## config.mk

```make
export PLATFORM = sky130hd
export DESIGN_NAME = mem_access
export DESIGN_NICKNAME = d
export VERILOG_FILES = /design/src/rtl/mem_access.sv
export SDC_FILE = /design/constraint.sdc
export NUM_CORES = 1
export LEC_CHECK = 0
export BUFFER_PORTS_ARGS = -buffer_cell sky130_fd_sc_hd__buf_4
export CORE_UTILIZATION = 54
export DETAILED_ROUTE_END_ITERATION = 12
export PLACE_DENSITY = 0.92
export SLEW_MARGIN = 20
export SYNTH_ARGS = -nofsm -noshare
export SYNTH_HDL_FRONTEND = slang
export SYNTH_SLANG_ARGS = --single-unit
```

## constraint.sdc

```tcl
create_clock -name clk -period 6.2 [get_ports clk]
set_input_delay 0.62 -clock clk [delete_from_list [all_inputs] [get_ports clk]]
set_output_delay 0.62 -clock clk [all_outputs]
set_load 0.05 [all_outputs]
```

## src/rtl/mem_access.sv

```systemverilog
`default_nettype none
// ============================================================================
// Module   : mem_access
// Purpose  : Memory-access pipeline stage. Non-memory instructions pass the
//            ALU result straight to write-back. Loads and stores
//            (B/H/W, signed and unsigned) are serialised one byte per cycle
//            onto a byte-wide synchronous RAM port. The upstream pipeline is
//            stalled until the access finishes.
// Ports    : clk, rst (async, active-low)
//            ex_*   : EX/MEM register contents (wd, wreg, wdata, memop,
//                     funct3, mem_addr, store_data)
//            ram_*  : byte RAM port (addr, we, wdata out; rdata in, one-cycle
//                     read latency)
//            stall_req    : hold EX/MEM and all earlier stages
//            mem_*        : write-back inputs of the MEM/WB register
//            mem_misalign : one-cycle misaligned-access pulse
// Options  : MEM_MISALIGN_CHK_EN - misaligned H/HU/W accesses are rejected
//            without touching the RAM, and mem_misalign pulses. Without it,
//            misaligned accesses are performed byte by byte like aligned ones.
// Revision : 1.0 - initial release
// ============================================================================
module mem_access #(
    parameter int RAM_AW = 17
) (
    input  logic              clk,
    input  logic              rst,
    input  logic [4:0]        ex_wd,
    input  logic              ex_wreg,
    input  logic [31:0]       ex_wdata,
    input  logic [1:0]        ex_memop,
    input  logic [2:0]        ex_funct3,
    input  logic [31:0]       ex_mem_addr,
    input  logic [31:0]       ex_store_data,
    output logic [RAM_AW-1:0] ram_addr,
    output logic              ram_we,
    output logic [7:0]        ram_wdata,
    input  logic [7:0]        ram_rdata,
    output logic              stall_req,
    output logic [4:0]        mem_wd,
    output logic              mem_wreg,
    output logic [31:0]       mem_wdata,
    output logic              mem_misalign
);

    localparam logic [1:0] C_OP_LOAD  = 2'b01;
    localparam logic [1:0] C_OP_STORE = 2'b10;

    typedef enum logic [1:0] {
        S_IDLE = 2'd0,
        S_RD   = 2'd1,
        S_WR   = 2'd2,
        S_DONE = 2'd3
    } state_t;

    state_t            r_state;
    state_t            w_state_nxt;
    logic [1:0]        r_cnt;
    logic [1:0]        w_cnt_nxt;
    logic [31:0]       r_acc;
    logic [RAM_AW-1:0] r_base;
    logic [2:0]        r_funct3;
    logic              r_is_load;
    logic [RAM_AW-1:0] r_addr_hold;
    logic [7:0]        r_wdata_hold;
    logic              r_mis;

    logic              w_is_load;
    logic              w_is_store;
    logic              w_is_mem;
    logic              w_misalign;
    logic [1:0]        w_last_ex;
    logic [1:0]        w_last_r;
    logic              w_sample;
    logic              w_capture;
    logic              w_present;
    logic              w_we;
    logic [RAM_AW-1:0] w_present_addr;
    logic [RAM_AW-1:0] w_addr_off;
    logic [7:0]        w_wbyte;
    logic [31:0]       w_load_data;
    logic [1:0]        w_cap_idx;
    logic              w_unused;

    // Access size modulo 4: 1, 2, or 0 standing for 4. A 2-bit byte counter
    // then reaches this value exactly when the last byte has been handled.
    function automatic logic [1:0] size_mod4(input logic [2:0] f3);
        case (f3[1:0])
            2'b00:   size_mod4 = 2'd1;
            2'b01:   size_mod4 = 2'd2;
            default: size_mod4 = 2'd0;
        endcase
    endfunction

    assign w_is_load  = (ex_memop == C_OP_LOAD);
    assign w_is_store = (ex_memop == C_OP_STORE);
    assign w_is_mem   = w_is_load | w_is_store;
    assign w_last_ex  = size_mod4(ex_funct3);
    assign w_last_r   = size_mod4(r_funct3);
    assign w_addr_off = r_base + {{(RAM_AW-2){1'b0}}, r_cnt};
    // Byte arriving in RD belongs to the address presented one cycle earlier.
    assign w_cap_idx  = r_cnt - 2'd1;
    // Address bits above the RAM width are intentionally dropped.
    assign w_unused   = ^ex_mem_addr;

`ifdef MEM_MISALIGN_CHK_EN
    assign w_misalign = ((ex_funct3[1:0] == 2'b01) && ex_mem_addr[0]) ||
                        ((ex_funct3 == 3'b010) && (ex_mem_addr[1:0] != 2'b00));

    always_ff @(posedge clk or negedge rst) begin
        if (!rst) begin
            r_mis <= 1'b0;
        end else begin
            r_mis <= (r_state == S_IDLE) && w_is_mem && w_misalign;
        end
    end

    assign mem_misalign = r_mis;
`else
    assign w_misalign   = 1'b0;
    assign r_mis        = 1'b0;
    assign mem_misalign = 1'b0;
`endif

    always_comb begin
        case (r_funct3)
            3'b000:  w_load_data = {{24{r_acc[7]}}, r_acc[7:0]};
            3'b001:  w_load_data = {{16{r_acc[15]}}, r_acc[15:0]};
            3'b100:  w_load_data = {24'd0, r_acc[7:0]};
            3'b101:  w_load_data = {16'd0, r_acc[15:0]};
            default: w_load_data = r_acc;
        endcase
    end

    always_comb begin
        w_state_nxt    = r_state;
        w_cnt_nxt      = r_cnt;
        w_sample       = 1'b0;
        w_capture      = 1'b0;
        w_present      = 1'b0;
        w_present_addr = '0;
        w_we           = 1'b0;
        w_wbyte        = 8'd0;
        stall_req      = 1'b0;
        mem_wd         = 5'd0;
        mem_wreg       = 1'b0;
        mem_wdata      = 32'd0;

        case (r_state)
            S_IDLE: begin
                if (!w_is_mem) begin
                    mem_wd    = ex_wd;
                    mem_wreg  = ex_wreg;
                    mem_wdata = ex_wdata;
                end else if (w_misalign) begin
                    // Rejected access: straight to DONE, no stall, no RAM cycle.
                    w_sample    = 1'b1;
                    w_state_nxt = S_DONE;
                end else begin
                    stall_req      = 1'b1;
                    w_sample       = 1'b1;
                    w_present      = 1'b1;
                    w_present_addr = ex_mem_addr[RAM_AW-1:0];
                    if (w_is_load) begin
                        w_state_nxt = S_RD;
                        w_cnt_nxt   = 2'd1;
                    end else begin
                        w_we    = 1'b1;
                        w_wbyte = ex_store_data[7:0];
                        if (w_last_ex == 2'd1) begin
                            w_state_nxt = S_DONE;
                            w_cnt_nxt   = 2'd0;
                        end else begin
                            w_state_nxt = S_WR;
                            w_cnt_nxt   = 2'd1;
                        end
                    end
                end
            end

            S_RD: begin
                stall_req = 1'b1;
                w_capture = 1'b1;
                if (r_cnt == w_last_r) begin
                    w_state_nxt = S_DONE;
                    w_cnt_nxt   = 2'd0;
                end else begin
                    w_present      = 1'b1;
                    w_present_addr = w_addr_off;
                    w_cnt_nxt      = r_cnt + 2'd1;
                end
            end

            S_WR: begin
                stall_req      = 1'b1;
                w_present      = 1'b1;
                w_present_addr = w_addr_off;
                w_we           = 1'b1;
                w_wbyte        = ex_store_data[{r_cnt, 3'b000} +: 8];
                if (r_cnt == (w_last_r - 2'd1)) begin
                    w_state_nxt = S_DONE;
                    w_cnt_nxt   = 2'd0;
                end else begin
                    w_cnt_nxt = r_cnt + 2'd1;
                end
            end

            default: begin // S_DONE
                mem_wd      = ex_wd;
                mem_wreg    = ex_wreg & r_is_load & ~r_mis;
                mem_wdata   = r_is_load ? w_load_data : 32'd0;
                w_state_nxt = S_IDLE;
            end
        endcase
    end

    // The IDLE-cycle RAM drive is combinational, so it is masked while reset
    // is asserted; otherwise a store waiting upstream would still write.
    assign ram_we    = w_we & rst;
    assign ram_addr  = (w_present & rst) ? w_present_addr : r_addr_hold;
    assign ram_wdata = (w_we & rst) ? w_wbyte : r_wdata_hold;

    always_ff @(posedge clk or negedge rst) begin
        if (!rst) begin
            r_state      <= S_IDLE;
            r_cnt        <= 2'd0;
            r_acc        <= 32'd0;
            r_base       <= '0;
            r_funct3     <= 3'd0;
            r_is_load    <= 1'b0;
            r_addr_hold  <= '0;
            r_wdata_hold <= 8'd0;
        end else begin
            r_state <= w_state_nxt;
            r_cnt   <= w_cnt_nxt;
            if (w_sample) begin
                r_base    <= ex_mem_addr[RAM_AW-1:0];
                r_funct3  <= ex_funct3;
                r_is_load <= w_is_load;
            end
            if (w_capture) begin
                r_acc[{w_cap_idx, 3'b000} +: 8] <= ram_rdata;
            end
            if (w_present) begin
                r_addr_hold <= w_present_addr;
            end
            if (w_we) begin
                r_wdata_hold <= w_wbyte;
            end
        end
    end

endmodule
`default_nettype wire

```

==> impl_metrics.ini <==
[status]
status = finished clean

[min_path]
hold_class = input port to asynchronous set/reset pin

[logic_synthesis]
synth-compound-area-share_pct = 24.4
avgSynthCellArea_um2 = 8.95
synth-main-ff-cell = dfrtp_1
synth_top_area_cell = dfrtp_1
yosys.area_share.simple_pct = 20.2
syn_inst = 564
synth_xor_xnor_area_share_pct = 2.08
syn-cell-area_um2 = 5050
synthDistinctLibCells = 58
yosys-top-cells-area = dfrtp_1, nand2_1, a22o_1
ys_ff_latch = 82
synth_top_family_by_area = compound AO/OA/AOI/OAI gates
yosysWarningCount = 0
synth_edf_count = 0
synth_nets = 695
synth_top_cell_area_share_pct = 40.6
synth_fa_ha_area_share_pct = 3.62
synth_seq_area_share_pct = 40.6
synthArstFlopShare_pct = 100
synthMuxAreaShare_pct = 4.41

[sta]
relSlewSlack_pct = 42.2
finalHoldViolCount = 0
period_minus_slack_ns = 3.76
finClkSkew_ns = 0.0100
finalCritPeriodShare_pct = 60.6
finalSetupTns_ns = 0
fmax_mhz = 266
drv_slew = 0
setup_violations = 0
rsz0062_at_grt = no
worst_pin_slew_ns = 0.866

[global_routing]
grtUsageMet3_pct = 5.60
grt_max_degree = 85
grt_pass1_vias = 4770
antenna_found_initial = 0
top_usage_layer = met2
grtUsageMet2_pct = 51.6
overflow = 0
grt_usage_pct = 29.1
grt.met1_usage_pct = 36.7
grt_first_pass_wirelength_um = 22700

[die]
die_area_um2 = 9740
ios = 183
start_util_pct = 56.8
floorplan.rows = 34
die_w_um = 98.7
coreArea_um2 = 8890
die_h_um = 98.7

[flow_run]
maxCapViolCount = 0

[worst_setup_path]
reg2reg_depth = 5
critPathArrivalTime_ns = 3.14
r2r-end = r_addr_hold[15]$_DFFE_PN0N_
cp-start-kind = flop
path_class = flop to output port
r2r_slack_ns = 3.61
crit_path_end_kind = output port
reg2reg_from = r_funct3[1]$_DFFE_PN0P_
worstPathRequired_ns = 5.58
crit_fanout = 34

[place]
dp.cells = 805
place_hpwl_um = 9920
finalWeightedCongestion = 0.877
port_buffers = 166

[clock_tree]
cts_hold_buf = 0
cts_buffers = 9
clock_latency_ns = 0.36
clockBufferDepth = 2
post_cts_resized = 0
cts_tree = yes
htree_levels = 3
postCtsSetupRepairBufs = 0
clock-root-buffer = clkbuf_8
clk_pin_slew_ns = 0.08
cts_sinks = 82

[routing]
num_vias = 4892
ant_nets = 0
drc_errors = 0
viasPerCell = 5.96
wl_per_cell_um = 16.6
drtIter0Drc = 408
drt_first_pass_iters = 5
drt-total-wl_um = 13600

[finish]
finalNonFillerCells = 821
nFillCells = 640
area_delta_synth_final_pct = 28.7
drive_gt1_share_pct = 30.3
insertedDiodeCount = 0
nets = 839

[power]
peakVddDrop_uv = 434
power_density_nw_per_um2 = 583
power.leakage_nw = 3.17
## worst max-delay path by stage
stage | start | end | slack [ns] | cells after the start
2_1_floorplan | ex_memop[0] | ram_addr[10] | 2.95 | 9
3_3_place_gp | ex_memop[0] | ram_wdata[0] | 2.74 | 8
3_5_place_dp | ex_memop[0] | ram_wdata[5] | 2.65 | 8
4_1_cts | r_cnt[0]$_DFFE_PN0P_ | ram_addr[15] | 2.28 | 6
5_1_grt | r_funct3[1]$_DFFE_PN0P_ | ram_addr[15] | 2.21 | 6
6_report | r_funct3[1]$_DFFE_PN0P_ | ram_addr[15] | 2.44 | 6
## cell usage in the layout (no fill, tap or decap), types with 3 or more instances in the layout
master / instances
buf_4: 168
nand2_1: 104
dfrtp_1: 81
a21oi_1: 46
nor2_1: 45
a22o_1: 40
o21ai_0: 38
nor2b_1: 22
ha_1: 12
inv_1: 11
a21o_1: 11
o21ai_1: 11
a21boi_2: 9
clkbuf_8: 9
mux4_2: 8
a22oi_1: 8
nand3_1: 7
nand4_1: 7
xnor2_1: 7
xor2_1: 5
nor3_1: 4
a21boi_0: 4
and2_1: 3
nor4_1: 3
## layer usage
metal / wire length, µm / vias up
met2: 6890 / 226
met5: 0 / -
li1: - / 2297
met4: 208 / 0
met1: 5570 / 2341
met3: 943 / 28
## registers in the layout, indices dropped and copies added (netlist names)
signal        cells
r_acc            32
r_addr_hold      17
r_base           17
r_wdata_hold      8
r_funct3          3
r_cnt             2
r_state           2
r_is_load         1
## area by class of cell
| cell class | instances | area, µm² | area share [%] |
|---|---|---|---|
| Multi-Input combinational cell | 435 | 2780 | 42.8 |
| Sequential cell | 82 | 2050 | 31.6 |
| Timing Repair Buffer | 169 | 1270 | 19.6 |
| Tap cell | 108 | 135 | 2.08 |
| Clock buffer | 10 | 128 | 1.96 |
| Clock inverter | 6 | 90.1 | 1.39 |
| Inverter | 11 | 41.3 | 0.635 |
## logic make-up (layout without fill, tap and decap cells)
| family | after synthesis | in the layout |
|---|---|---|
| adders and majority gates | 14 | 14 |
| AOI/OAI and AO/OA | 182 | 182 |
| xor gates and xnor gates | 12 | 12 |
| and+or+nand+nor | 214 | 214 |
| muxes | 12 | 12 |
| buffers and inverters | 47 | 196 |
| other | 1 | 1 |
| DFF | 82 | 82 |
## synthesized netlist by cell type, types with 3 or more instances
cell type and number:
clkbuf_1 18, inv_1 11, o21ai_1 11, buf_4 6, o21ai_0 38, a22oi_1 8
dfrtp_1 82, nor4_1 3, buf_2 9, nand2_1 104, nand3_1 7, nand4_1 7
nor3_1 4, nor2b_1 22, a21oi_1 46, a21o_1 11, a21boi_0 4, mux4_2 8
and2_1 3, ha_1 13, xor2_1 5, nor2_1 46, xnor2_1 7, a22o_1 40
a21boi_2 9
## metrics by stage
stage	cell area (µm²)	setup slack, ns	util (%)	power, mW	hold slack (ns)
2_1_floorplan	5050	2.95	-	2.74	0.324
3_3_place_gp	6270	2.74	70.5	3.25	0.463
3_5_place_dp	6270	2.65	70.5	3.35	0.476
4_1_cts	6490	2.28	73.0	3.78	0.461
5_1_grt	6500	2.21	73.1	4.03	0.356
6_report	6500	2.44	73.1	3.79	0.293
## critical path, stage by stage, from the launching register on
cell and delay, ns:
dfrtp_1 0.91, nand4bb_1 0.27, a41o_1 0.71, o21ai_0 0.19
o31a_1 0.30, mux2i_1 0.17, buf_4 0.22
## report_power, final
group / total (mW) / switching, mW / leakage [nW] / internal, mW
registers: 0.998 / 0.255 / 1.06 / 0.743
clock network: 0.424 / 0.196 / 0.107 / 0.228
logic: 2.37 / 1.56 / 2.00 / 0.801
Note: power is estimated with default switching activity, not from simulation.
